### src/rtl/softmax_div_seq_if.sv
// Handshake bus for the softmax divider: input pair, result payload and status.
interface softmax_div_seq_if;
   localparam int unsigned XW = 8;
   localparam int unsigned YW = 32;

   logic          in_valid;
   logic          in_ready;
   logic [XW-1:0] x;
   logic [YW-1:0] y;
   logic          out_valid;
   logic          out_ready;
   logic [XW-1:0] q;
   logic [YW-1:0] r;
   logic          ovf;
   logic          dz;
   logic          busy;

   modport master (
      output in_valid, x, y, out_ready,
      input  in_ready, out_valid, q, r, ovf, dz, busy
   );

   modport slave (
      input  in_valid, x, y, out_ready,
      output in_ready, out_valid, q, r, ovf, dz, busy
   );
endinterface

### src/rtl/softmax_div_seq.sv
// Sequential restoring divider: q = floor(x*2^31 / y), one quotient bit per cycle,
// with zero-divisor and quotient-saturation short paths.
module softmax_div_seq (
   input  logic             clk,
   input  logic             rst_n,
   softmax_div_seq_if.slave bus
);
   localparam int unsigned XW    = 8;
   localparam int unsigned YW    = 32;
   localparam int unsigned NW    = 39;
   localparam int unsigned CW    = 6;
   localparam int unsigned STEPS = 8;

   typedef enum logic [1:0] {
      IDLE = 2'd0,
      CALC = 2'd1,
      DONE = 2'd2
   } state_e;

   state_e        state_q, state_d;
   logic [CW-1:0] cnt_q, cnt_d;
   logic [YW-1:0] y_q, y_d;
   logic [YW-1:0] rem_q, rem_d;
   logic [XW-1:0] dvd_q, dvd_d;
   logic [XW-1:0] quo_q, quo_d;
   logic [XW-1:0] q_q, q_d;
   logic [YW-1:0] r_q, r_d;
   logic          ovf_q, ovf_d;
   logic          dz_q, dz_d;

   logic [NW-1:0] n_c;
   logic          accept_c;
   logic          sat_c;
   logic [YW:0]   shl_c;
   logic [YW-1:0] diff_c;
   logic          bit_c;

   // Dividend is x scaled by 2^31; its top 31 bits seed the remainder, low 8 bits are shifted in.
   assign n_c      = {bus.x, 31'd0};
   assign accept_c = bus.in_valid && bus.in_ready;
   // N >= 256*y  <=>  floor(N/256) >= y, since y is an integer.
   assign sat_c    = (YW+1)'(n_c[NW-1:XW]) >= {1'b0, bus.y};

   // One restoring step over the 33-bit shifted partial remainder.
   assign shl_c  = {rem_q, dvd_q[XW-1]};
   assign bit_c  = shl_c >= {1'b0, y_q};
   assign diff_c = shl_c[YW-1:0] - y_q;

   always_ff @(posedge clk) begin
      if (!rst_n) begin
         state_q <= IDLE;
         cnt_q   <= '0;
         y_q     <= '0;
         rem_q   <= '0;
         dvd_q   <= '0;
         quo_q   <= '0;
         q_q     <= '0;
         r_q     <= '0;
         ovf_q   <= 1'b0;
         dz_q    <= 1'b0;
      end else begin
         state_q <= state_d;
         cnt_q   <= cnt_d;
         y_q     <= y_d;
         rem_q   <= rem_d;
         dvd_q   <= dvd_d;
         quo_q   <= quo_d;
         q_q     <= q_d;
         r_q     <= r_d;
         ovf_q   <= ovf_d;
         dz_q    <= dz_d;
      end
   end

   always_comb begin
      state_d = state_q;
      cnt_d   = cnt_q;
      y_d     = y_q;
      rem_d   = rem_q;
      dvd_d   = dvd_q;
      quo_d   = quo_q;
      q_d     = q_q;
      r_d     = r_q;
      ovf_d   = ovf_q;
      dz_d    = dz_q;

      unique case (state_q)
         IDLE: begin
            if (accept_c) begin
               if (bus.y == '0) begin
                  state_d = DONE;
                  q_d     = '1;
                  r_d     = '0;
                  dz_d    = 1'b1;
                  ovf_d   = 1'b0;
               end else if (sat_c) begin
                  state_d = DONE;
                  q_d     = '1;
                  r_d     = '0;
                  dz_d    = 1'b0;
                  ovf_d   = 1'b1;
               end else begin
                  state_d = CALC;
                  cnt_d   = '0;
                  y_d     = bus.y;
                  rem_d   = YW'(n_c[NW-1:XW]);
                  dvd_d   = n_c[XW-1:0];
                  quo_d   = '0;
               end
            end
         end
         CALC: begin
            rem_d = bit_c ? diff_c : shl_c[YW-1:0];
            quo_d = {quo_q[XW-2:0], bit_c};
            dvd_d = {dvd_q[XW-2:0], 1'b0};
            cnt_d = cnt_q + CW'(1);
            if (cnt_q == CW'(STEPS - 1)) begin
               state_d = DONE;
               q_d     = quo_d;
               r_d     = rem_d;
               ovf_d   = 1'b0;
               dz_d    = 1'b0;
            end
         end
         DONE: begin
            if (bus.out_ready) begin
               state_d = IDLE;
            end
         end
         default: begin
            state_d = IDLE;
         end
      endcase
   end

   assign bus.in_ready  = rst_n && (state_q == IDLE);
   assign bus.out_valid = (state_q == DONE);
   assign bus.busy      = (state_q != IDLE);
   assign bus.q         = q_q;
   assign bus.r         = r_q;
   assign bus.ovf       = ovf_q;
   assign bus.dz        = dz_q;
endmodule

### src/flat_wrapper.sv
// flat-port wrapper written by rule: the top's interface ports become plain ports
module softmax_div_seq_flat 
  (clk, rst_n, bus_in_valid, bus_x, bus_y, bus_out_ready, bus_in_ready, bus_out_valid, bus_q, bus_r, bus_ovf, bus_dz, bus_busy);
  softmax_div_seq_if bus_i ();
  input  logic clk;
  input  logic rst_n;
  input wire logic [$bits(bus_i.in_valid)-1:0] bus_in_valid;
  input wire logic [$bits(bus_i.x)-1:0] bus_x;
  input wire logic [$bits(bus_i.y)-1:0] bus_y;
  input wire logic [$bits(bus_i.out_ready)-1:0] bus_out_ready;
  output wire logic [$bits(bus_i.in_ready)-1:0] bus_in_ready;
  output wire logic [$bits(bus_i.out_valid)-1:0] bus_out_valid;
  output wire logic [$bits(bus_i.q)-1:0] bus_q;
  output wire logic [$bits(bus_i.r)-1:0] bus_r;
  output wire logic [$bits(bus_i.ovf)-1:0] bus_ovf;
  output wire logic [$bits(bus_i.dz)-1:0] bus_dz;
  output wire logic [$bits(bus_i.busy)-1:0] bus_busy;
  assign bus_i.in_valid = bus_in_valid;
  assign bus_i.x = bus_x;
  assign bus_i.y = bus_y;
  assign bus_i.out_ready = bus_out_ready;
  assign bus_in_ready = bus_i.in_ready;
  assign bus_out_valid = bus_i.out_valid;
  assign bus_q = bus_i.q;
  assign bus_r = bus_i.r;
  assign bus_ovf = bus_i.ovf;
  assign bus_dz = bus_i.dz;
  assign bus_busy = bus_i.busy;
  softmax_div_seq u_core (.clk(clk), .rst_n(rst_n), .bus(bus_i));
endmodule
### config.mk
export PLATFORM = sky130hd
export DESIGN_NAME = softmax_div_seq_flat
export DESIGN_NICKNAME = d
export VERILOG_FILES = /design/src/rtl/softmax_div_seq_if.sv /design/src/rtl/softmax_div_seq.sv /design/src/flat_wrapper.sv
export SDC_FILE = /design/constraint.sdc
export NUM_CORES = 1
export LEC_CHECK = 0
export BUFFER_PORTS_ARGS = -buffer_cell sky130_fd_sc_hd__buf_2
export CORE_MARGIN = 2
export CORE_UTILIZATION = 25
export DETAILED_ROUTE_END_ITERATION = 10
export GPL_TIMING_DRIVEN = 0
export PLACE_DENSITY = 0.42
export SLEW_MARGIN = 10
export SYNTH_ARGS = -nofsm -noshare
export SYNTH_HDL_FRONTEND = slang
export SYNTH_SLANG_ARGS = --single-unit
### constraint.sdc
create_clock -name clk -period 4.1 [get_ports clk]
set_clock_uncertainty 0.2 [all_clocks]
set_input_delay 1.025 -clock clk [delete_from_list [all_inputs] [get_ports clk]]
set_output_delay 1.025 -clock clk [all_outputs]
set_load 0.01 [all_outputs]
; ---- After elaboration in Yosys (flattened, before gate mapping)
; Index checks and enable logic that the tools add are counted.
; W data, S select, Z words.
[word_totals]
elab_cells = 74
output_inout_bits = 45
ff_bits = 129
[op_classes]
eq_ne = 9
n_lt_le_gt_ge = 2
mux = 39
bitwise_logic = 2
n_reduce_logical = 10
n_addsub = 2
[ops]
columns = op, count
row1 = $mux W32, 8
row2 = $pmux W32 S2, 2
row3 = $mux W8, 7
row4 = $ge A33 B32 Y1, 1
row5 = $ge A31 B32 Y1, 1
row6 = $logic_not A32 Y1, 1
row7 = $pmux W8 S2, 2
row8 = $sub A32 B32 Y32, 1
row9 = $mux W6, 3
row10 = $pmux W7 S2, 1
row11 = $pmux W6 S2, 1
row12 = $reduce_and A4 Y1, 3
row13 = $mux W2, 5
row14 = $mux W1, 7
row15 = $add A6 B1 Y6 const B, 1
row16 = $eq A6 B3 Y1 const B, 1
row17 = $ne A2 B2 Y1 const B, 3
row18 = $pmux W2 S3, 1
row19 = $ne A2 B1 Y1 const B, 2
row20 = $pmux W1 S2, 2
row21 = $reduce_bool A2 Y1, 2
row22 = $ne A3 B1 Y1 const B, 1
row23 = $reduce_and A3 Y1, 1
row24 = $eq A2 B1 Y1 const B, 1
row25 = 4 further kinds, 6

; ---- Depth between registers and ports, before layout
; Gate-level depths: netlist of the first run.
[depth]
word_depth = 5
mapped_depth = 14

; ---- Least setup slack after synthesis of the first run
; Ideal clock, no wire load.
[synth_timing]
path_kind = input to register
from = input port bus_y[26]
to = register u_core.rem_q[28]
setup_ps = 115
arrival_time_ps = 3205
n_path_buf = 1
slack_ps = 580
path_stages = 11
cell_sequence = inv_1 ha_1 a21o_1 a21oi_1 nand2_1 a31oi_1 o21ai_1 o41ai_2 clkbuf_1 nor2_1 o21a_1
[synth_via]
elab_chain_len = 3
elab_cells_between_ends = 5
[synth_rtl]
columns = item, line_no
row1 = from (decl), flat_wrapper.sv:9  ; input wire logic [$bits(bus_i.y)-1:0] bus_y;
row2 = $ge A31 B32 Y1 / $logic_not A32 Y1 (equally long branches), "softmax_div_seq.sv:42, softmax_div_seq.sv:90"
row3 = $ne A2 B2 Y1 (no source line), -
row4 = $reduce_and A4 Y1 (no source line) *, -
row5 = to (signal assigned), softmax_div_seq.sv:65  ; rem_q <= rem_d;
row6 = to (decl), softmax_div_seq.sv:23  ; logic [YW-1:0] rem_q, rem_d;
; Every way passes the cells marked *; elsewhere a longest branch is shown, timed or not.
; A chain may end at the register's enable or synchronous reset.

; ---- Final worst setup path of the first run
[layout_timing]
from = input port bus_y[0]
to = register u_core.rem_q[30]
; The elaborated chain is that of the path after synthesis.

==> results of run 1 <==
## sequential cells by signal, summed over array words and instances (netlist names)
register and count:
u_core.bus.ovf 1, u_core.quo_q 7, u_core.bus.q 8, u_core.bus.dz 1
u_core.cnt_q 6, u_core.rem_q 32, u_core.state_q 2, u_core.y_q 32
u_core.bus.r 32
## per-layer routing
metal | vias up | wire length [um] | share of wire | track usage
met5 | - | 0 | 0 | 0
li1 | 3375 | - | - | -
met1 | 3190 | 13100 | 0.50 | 0.242
met3 | 28 | 1240 | 0.047 | 0.0313
met2 | 171 | 11500 | 0.44 | 0.273
met4 | 0 | 552 | 0.021 | 0.0566
## metrics by stage
step                      setup slack [ps]  power [W]
after floorplan                        580    0.00379
after global placement               -1110    0.00474
after detailed placement             -1180    0.00473
after CTS                             28.5    0.00632
after global routing                  4.75    0.00675
final                                  271    0.00634
## critical path, cell delays in order
cell      delay, ps
buf_2           140
nor4_2          420
nand4_1         170
nor2_2          340
and3_1          520
o41a_1          270
clkbuf_2        310
clkbuf_2        400
o31ai_1         130
a221oi_1        230
## synthesized netlist by cell type, types with 3 or more instances
master	instances	area, um^2
o21bai_1	5	37.5
mux2i_1	37	370
o211ai_1	7	52.6
inv_1	56	210
nand2_1	90	338
nor4_1	8	50.1
a21oi_1	63	315
and3_1	4	25.0
a221oi_1	3	26.3
buf_2	7	35.0
or3_1	3	18.8
ha_1	41	513
o21ai_1	5	25.0
nor3_1	23	115
and2_1	22	138
xor2_1	14	123
a22oi_1	9	67.6
a21o_1	21	158
clkbuf_1	45	169
a31oi_1	10	62.6
dfxtp_1	121	2420
a211oi_1	12	90.1
nor3b_1	9	67.6
o21ai_0	36	180
nand3_1	25	125
nand4_1	11	68.8
mux2_2	6	67.6
nor2_1	61	229
o21a_1	7	52.6
o2111ai_1	4	35.0
o31ai_1	7	52.6
a21boi_0	18	135
xnor2_1	16	140
nor2b_1	51	319
## final timing paths
path                                   end  slack, ps                    startpoint
max          u_core.rem_q[30]$_SDFFE_PN0P_        270                      bus_y[0]
min           u_core.quo_q[6]$_SDFFE_PN0P_        260  u_core.quo_q[6]$_SDFFE_PN0P_
max reg2reg  u_core.bus.r[25]$_SDFFE_PN0P_        300    u_core.y_q[1]$_SDFFE_PN0P_
min reg2reg   u_core.quo_q[6]$_SDFFE_PN0P_        260  u_core.quo_q[6]$_SDFFE_PN0P_
## power by group
group	leakage [nW]	switching, W	internal [W]	total [W]
registers	0.983	0.000110	0.00129	0.00140
logic	2.34	0.00207	0.00130	0.00337
clock network	0.299	0.000590	0.000982	0.00157
## kinds of logic after synthesis
kind of cell,Yosys count,synth area share
compound gates,230,0.214
xor+xnor,30,0.0361
fa+ha+maj,42,0.0732
buf+inv,112,0.0620
flops,121,0.333
mux,43,0.0601
simple gates,322,0.222
## final cells by class
type | count | area [um^2] | area share
Clock buffer | 19 | 453 | 0.0511
Sequential cell | 121 | 2420 | 0.273
Clock inverter | 12 | 149 | 0.0168
Timing Repair Buffer | 88 | 440 | 0.0497
Multi-Input combinational cell | 667 | 4460 | 0.503
Inverter | 56 | 210 | 0.0237
Buffer | 55 | 244 | 0.0275
Tap cell | 384 | 480 | 0.0542
## timing repair
item                       4_1_cts  5_1_grt
resized for setup                6        6
pin swaps                        0        1
setup endpoints to repair       61       54
==> out/metrics.cfg, run 1 <==
[timing]
slew_headroom=0.412
period_share=0.934
whs_ps=264
setup_viol=0
period_minus_slack_ps=3830
grt_setup_unrepaired=no
max_freq_ghz=0.261
fin_setup_tns_ps=0
max_slew.worst_pin.slew_ps=882
hold_viol_final=0
drv_slew=0

[clock_tree]
cts_tree=done
htreeDepth=4
clock-sinks=121
clockBufferDepth=2
clk_pin_slew_ps=60
cts-root-buf=clkbuf_16
numCtsBuffers=17
clock_latency_ps=430
postCtsSetupRepairBufs=0
cts_hold_buf=0

[outcome]
status=completed

[routing]
wl_mm=26.4
initialDrtViolationCount=404
routed-via-count=6764
final_antenna_net_count=0
wire_per_inst_um=18.8
dr.pass1.iters=5
route.detailed.drc=0
vias_per_cell=4.82

[worst_setup_path]
end_kind=flip-flop
cp.arrival_ps=3970
reg2regPathDepth=12
path_class=in2reg
cp_max_fo=10
required_ps=4240
startpoint_type=input port

[min_path]
whs_path_depth=2
hp-class=reg2reg

[floorplan]
core_um2=28700
die_area_um2=30500
io_pins=89
die_w_um=175
rows=62
dieHeight_um=175
start_util=0.254

[final_layout]
utilization=0.309
diodes=0
fin_area_um2=8860
mostFrequentLayoutCell=dfxtp_1
fin_nets=1092
fillCellCount=3170
final_cell_mix=dfxtp_1 (121), buf_2 (95), nand2_1 (90)
stdcell_count=1402
syn_to_final_growth_pct=21.6
drive_gt1_frac=0.158

[yosys]
ys.flop_type=dfxtp_1
synth_cell_type_count=67
avgSynthCellArea_um2=8.09
synth_edf_count=0
netlist_instances=900
netlist_area_um2=7280
postSynth.asyncResetShare=0
ys_warn_count=0
synth_seq_cells=121
synth-seq-area-share=0.333
synth_nets=986

[global_route]
grt_antenna_before_repair=0
grt_max_degree=17
grt_pass1_wl_mm=40.1
grt_pass1_vias=6513
grt-ovfl-total=0
grt_usage=0.174

[flow_run]
cap_violations=0

[placed_design]
dp.cells=1372
hpwl_mm=20.4
gp_congestion=0.838
placed_cell_area_um2=8220
portBuffers=88

[power_and_ir_drop]
ir_worst_vdd_mv=0.279
power.leakage_nw=3.62
power.density_nw_per_um2=716

Power figures use the tool's default switching activity.
==> run 2, diff against run 1 <==
--- a/config.mk
+++ b/config.mk
@@ -16,2 +16,3 @@
 export SYNTH_HDL_FRONTEND = slang
 export SYNTH_SLANG_ARGS = --single-unit
+export TNS_END_PERCENT = 100
==> constraint.sdc (replaced) <==
create_clock -name clk -period 4.1 [get_ports clk]
set_clock_uncertainty 0.2 [all_clocks]
set_input_delay 0 -clock clk [delete_from_list [all_inputs] [get_ports clk]]
set_output_delay 0 -clock clk [all_outputs]
set_load 0.01 [all_outputs]
==> run 2 against run 1 <==
Compared with the run above: design area increased by 4.8%; core utilization increased by 1.5 points; largest cell class unchanged; clock power about the same; largest power group unchanged; hold slack got worse by 88 ps; first-iteration DRC count decreased by 5.2%; combinational power about the same; power increased by 0.28%; critical path depth increased by 2; setup slack improved by 93 ps; non-clock buffer count increased by 47; sequential cell count unchanged; routed wire length increased by 1.3%.
==> out/metrics.cfg, run 2 (synthesis results as in run 1) <==
[power_and_ir_drop]
power.leakage_nw=3.80  ; +4.9%
ir_worst_vdd_mv=0.280  ; +0.47%
power.density_nw_per_um2=685  ; -4.3%

[floorplan]
dieHeight_um=175  ; unchanged
io_pins=89  ; unchanged
die_w_um=175  ; unchanged
start_util=0.254  ; unchanged
core_um2=28700  ; unchanged
rows=62  ; unchanged
die_area_um2=30500  ; unchanged

[worst_setup_path]
reg2regPathDepth=12  ; unchanged
cp_max_fo=10  ; unchanged
path_class=reg2reg
required_ps=4180  ; -60 ps
cp.arrival_ps=3820  ; -150 ps
startpoint_type=flip-flop
end_kind=flip-flop

[global_route]
grt_usage=0.176  ; +0.00152
grt_antenna_before_repair=0  ; unchanged
grt-ovfl-total=0  ; unchanged
grt_pass1_wl_mm=40.5  ; +0.98%
grt_max_degree=17  ; unchanged
grt_pass1_vias=6671  ; +2.4%

[clock_tree]
clk_pin_slew_ps=60  ; about the same
htreeDepth=4  ; unchanged
cts-root-buf=clkbuf_16
cts_tree=done
clockBufferDepth=2  ; unchanged
clock-sinks=121  ; unchanged
clock_latency_ps=430  ; about the same
numCtsBuffers=17  ; unchanged
postCtsSetupRepairBufs=0  ; unchanged

[min_path]
hp-class=in2reg
whs_path_depth=4  ; +2

[routing]
wl_mm=26.8  ; +1.3%
vias_per_cell=4.79  ; -0.64%
wire_per_inst_um=18.5  ; -2.0%
initialDrtViolationCount=383  ; -5.2%
route.detailed.drc=0  ; unchanged
routed-via-count=6946  ; +2.7%
final_antenna_net_count=0  ; unchanged
dr.pass1.iters=5  ; unchanged

[timing]
setup_viol=0  ; unchanged
period_minus_slack_ps=3740  ; -93.1 ps
drv_slew=0  ; unchanged
fin_setup_tns_ps=0  ; unchanged
max_slew.worst_pin.slew_ps=990  ; +108 ps
grt_setup_unrepaired=no
slew_headroom=0.333  ; -0.0792
period_share=0.911  ; -0.0227
hold_viol_final=0  ; unchanged
max_freq_ghz=0.268  ; +2.5%

[placed_design]
gp_congestion=0.838  ; unchanged
portBuffers=88  ; unchanged
dp.cells=1372  ; unchanged
placed_cell_area_um2=8220  ; unchanged
hpwl_mm=20.4  ; unchanged

[final_layout]
mostFrequentLayoutCell=dfxtp_1
drive_gt1_frac=0.145  ; -0.0136
fin_nets=1139  ; +4.3%
utilization=0.323  ; +0.0148
stdcell_count=1449  ; +3.4%
diodes=0  ; unchanged
final_cell_mix=dfxtp_1 (121), buf_2 (95), nand2_1 (90)
syn_to_final_growth_pct=27.5
fin_area_um2=9290  ; +4.8%

[flow_run]
cap_violations=0  ; unchanged

[outcome]
status=completed

-- run 2: cell count changes in the layout (fill, tap and decap cells not counted), moves of 2 or more --
cell           delta
clkbuf_2          -4
dlygate4sd3_1    +46
nor4_2            -2
nor4_1            +2
clkbuf_1          +5
-- run 2: metal layers --
| metal | global-route usage | wire length [um] | vias up |
|---|---|---|---|
| li1 | - | - | 3467 |
| met1 | 0.243 | 13200 | 3267 |
| met2 | 0.278 | 11800 | 184 |
| met3 | 0.0302 | 1270 | 28 |
| met4 | 0.0566 | 540 | 0 |
| met5 | 0 | 0 | - |
-- run 2: critical path: stages (launching register included) --
cell and delay [ps]:
dfxtp_1 370, inv_1 60, ha_1 300, nor2b_1 160, o2111ai_1 260, a21boi_1 300, a2111oi_4 710, o21ai_4 150
buf_6 190, buf_8 160, buf_2 200, o21ai_0 410, a211oi_1 130
-- run 2: final cells by class --
type | instances | area [um^2]
multi-input combinational | 667 | 4430
inverter | 56 | 210
timing repair buffer | 134 | 901
fill | 3145 | 19400
sequential | 121 | 2420
tap | 384 | 480
clock inverter | 12 | 149
buffer | 56 | 243
clock buffer | 19 | 453
-- run 2: worst paths after layout --
| path | start | endpoint | slack, ps |
|---|---|---|---|
| setup reg to reg | u_core.y_q[1]$_SDFFE_PN0P_ | u_core.bus.r[25]$_SDFFE_PN0P_ | 360 |
| hold / removal | bus_y[8] | u_core.y_q[8]$_SDFFE_PN0P_ | 180 |
| hold reg to reg | u_core.bus.r[2]$_SDFFE_PN0P_ | u_core.bus.r[2]$_SDFFE_PN0P_ | 260 |
| setup / recovery | u_core.y_q[1]$_SDFFE_PN0P_ | u_core.bus.r[25]$_SDFFE_PN0P_ | 360 |
-- run 2: repair_timing --
item / CTS / global route
hold endpoints to repair: 44 / 0
setup endpoints to repair: 0 / 19
hold buffers: 46 / 0
gates resized for setup: 0 / 3
-- run 2: per-stage QoR --
stage               setup WS, ps  total power (W)  hold WS (ps)
floorplan                   1110          0.00379         -30.6
global placement           -86.4          0.00474          73.8
detailed placement          -153          0.00473          78.6
CTS                         73.0          0.00636           163
global route                50.2          0.00678           204
finish                       364          0.00636           176
-- run 2: where the power goes --
group          leakage (nW)  internal (W)  switching [W]  total (W)
logic                  2.52       0.00133        0.00206    0.00339
registers             0.983       0.00129       0.000111    0.00140
clock network         0.299      0.000982       0.000588    0.00157
total                  3.80       0.00360        0.00276    0.00636
==> run 3, diff against run 2 <==
- PLACE_DENSITY: 0.42 -> default
==> run 3 against run 2 <==
Compared with the run above: register-to-register slack worse by 80 ps; combinational power is 1% lower; maximum frequency shrank 3.0%; critical path depth grew 2; hold slack better by 3.4 ps; critical path type is now in2reg; critical endpoint is now u_core.y_q[23]$_SDFFE_PN0P_; largest cell class unchanged; largest power group unchanged.
==> out/metrics.cfg, run 3 (synthesis results as in run 1) <==
[power_and_ir_drop]
pwr-share-clk=0.253  ; +0.006
intPower_w=0.00361  ; about the same
p_switching_w=0.00274  ; -0.61%
pwr-share-comb=0.526  ; -0.006
power.share.switching=0.432  ; -0.00169
pwr-share-seq=0.221  ; about the same
power.density_nw_per_um2=683  ; -0.34%
power.leakage_nw=3.79  ; -0.12%
finalPower_w=0.00635  ; -0.22%
ir_worst_vdd_mv=0.355  ; +27%

[timing]
drv_slew=0  ; unchanged
hold_viol_final=0  ; unchanged
max_freq_ghz=0.260  ; -3.0%
grt_setup_unrepaired=no
period_share=0.939  ; +0.0280
whs_ps=179  ; +3.42 ps
fin_setup_tns_ps=0  ; unchanged
setup_viol=0  ; unchanged
slew_headroom=0.164  ; -0.169
period_minus_slack_ps=3850  ; +115 ps
max_slew.worst_pin.slew_ps=1250  ; +262 ps

[placed_design]
hpwl_mm=18.9  ; -7.3%
portBuffers=88  ; unchanged
dp.cells=1372  ; unchanged
gp_congestion=0.895  ; +6.8%

[clock_tree]
clockBufferDepth=2  ; unchanged
cts_tree=done
clk_pin_slew_ps=60  ; about the same
numCtsBuffers=17  ; unchanged
clock-sinks=121  ; unchanged
cts-root-buf=clkbuf_16
postCtsSetupRepairBufs=0  ; unchanged
clock_latency_ps=440  ; about the same
htreeDepth=4  ; unchanged

[global_route]
grt_pass1_wl_mm=38.4  ; -5.2%
grt_max_degree=17  ; unchanged
grt_usage=0.162  ; -0.0140
grt_pass1_vias=6826  ; +2.3%
grt_antenna_before_repair=1  ; +1
grt-ovfl-total=0  ; unchanged

[final_layout]
final_cell_mix=dfxtp_1 (121), buf_2 (95), nand2_1 (90)
drive_gt1_frac=0.144  ; about the same
fillCellCount=3117  ; -0.89%
syn_to_final_growth_pct=27.6
utilization=0.324  ; +0.000392
stdcell_count=1452  ; +0.21%
mostFrequentLayoutCell=dfxtp_1
fin_nets=1139  ; unchanged
multi_input_area_um2=4410  ; -0.37%
final-seq-area_um2=2420  ; unchanged

[worst_setup_path]
cp_max_fo=10  ; unchanged
required_ps=4280  ; +100 ps
startpoint_type=input port
ff2ff_setup_slack_ps=280  ; -80 ps
end_kind=flip-flop
cp.arrival_ps=4040  ; +220 ps
path_class=in2reg

[routing]
dr.pass1.iters=5  ; unchanged
wl_mm=24.7  ; -7.8%
wire_per_inst_um=17.0  ; -8.0%
routed-via-count=7068  ; +1.8%
route.detailed.drc=0  ; unchanged
vias_per_cell=4.87  ; +1.5%
initialDrtViolationCount=642  ; +68%
final_antenna_net_count=0  ; unchanged

[min_path]
hp-class=in2reg

[flow_run]
cap_violations=0  ; unchanged

[floorplan]
die_area_um2=30500  ; unchanged
die_w_um=175  ; unchanged
core_um2=28700  ; unchanged
start_util=0.254  ; unchanged
rows=62  ; unchanged
io_pins=89  ; unchanged
dieHeight_um=175  ; unchanged

[outcome]
status=completed

run 3: stage by stage:
step,worst slack [ps],cell area (um^2)
3_5_place_dp,233,8210
3_3_place_gp,265,8210
2_1_floorplan,1110,7280
5_1_grt,131,9290
6_report,249,9300
4_1_cts,117,9290
run 3: critical path: stages:
cell and delay (ps):
dlygate4sd3_1 520, buf_2 130, inv_1 50, ha_1 300
a21o_1 180, a21oi_1 200, nand2_1 70, a31oi_1 170
o21ai_1 280, a2111oi_2 1190, clkbuf_1 520, nand2_1 180
o21ai_0 110, and2_1 140
run 3: path summary, 6_finish.rpt:
path                                                    start                       endpoint  cells after the start
worst max-delay path                                bus_y[26]    u_core.y_q[23]$_SDFFE_PN0P_                     14
worst min-delay path                                 bus_y[7]     u_core.y_q[7]$_SDFFE_PN0P_                      4
worst max register to register  u_core.rem_q[14]$_SDFFE_PN0P_  u_core.bus.r[19]$_SDFFE_PN0P_                     12
worst min register to register   u_core.bus.r[5]$_SDFFE_PN0P_   u_core.bus.r[5]$_SDFFE_PN0P_                      2
run 3: repair_timing:
action | 4_1_cts | 5_1_grt
gates resized for setup | 0 | 2
hold endpoints to repair | 45 | 0
setup endpoints to repair | 0 | 3
hold buffers | 46 | 0
run 3: power groups by stage:
stage | combinational [W] | clock [W] | sequential [W]
after floorplan | 0.00240 | 0 | 0.00139
after global placement | 0.00317 | 0 | 0.00142
after detailed placement | 0.00319 | 0 | 0.00142
after CTS | 0.00325 | 0.00162 | 0.00140
after global routing | 0.00360 | 0.00167 | 0.00141
final | 0.00334 | 0.00160 | 0.00140
run 3: area by class of cell:
class,instances,share of cell area
multi-input combinational,667,0.474
sequential,121,0.261
timing repair buffer,134,0.0969
tap,384,0.0517
clock buffer,18,0.0472
buffer,56,0.0261
inverter,56,0.0226
clock inverter,14,0.0199
antenna,2,0.000538
run 3: per-layer routing:
layer	part of all wire	vias up	global-route usage
li1	-	3480	-
met1	0.49	3320	0.230
met2	0.43	244	0.249
met3	0.069	24	0.0309
met4	0.012	0	0.0455
met5	0	-	0
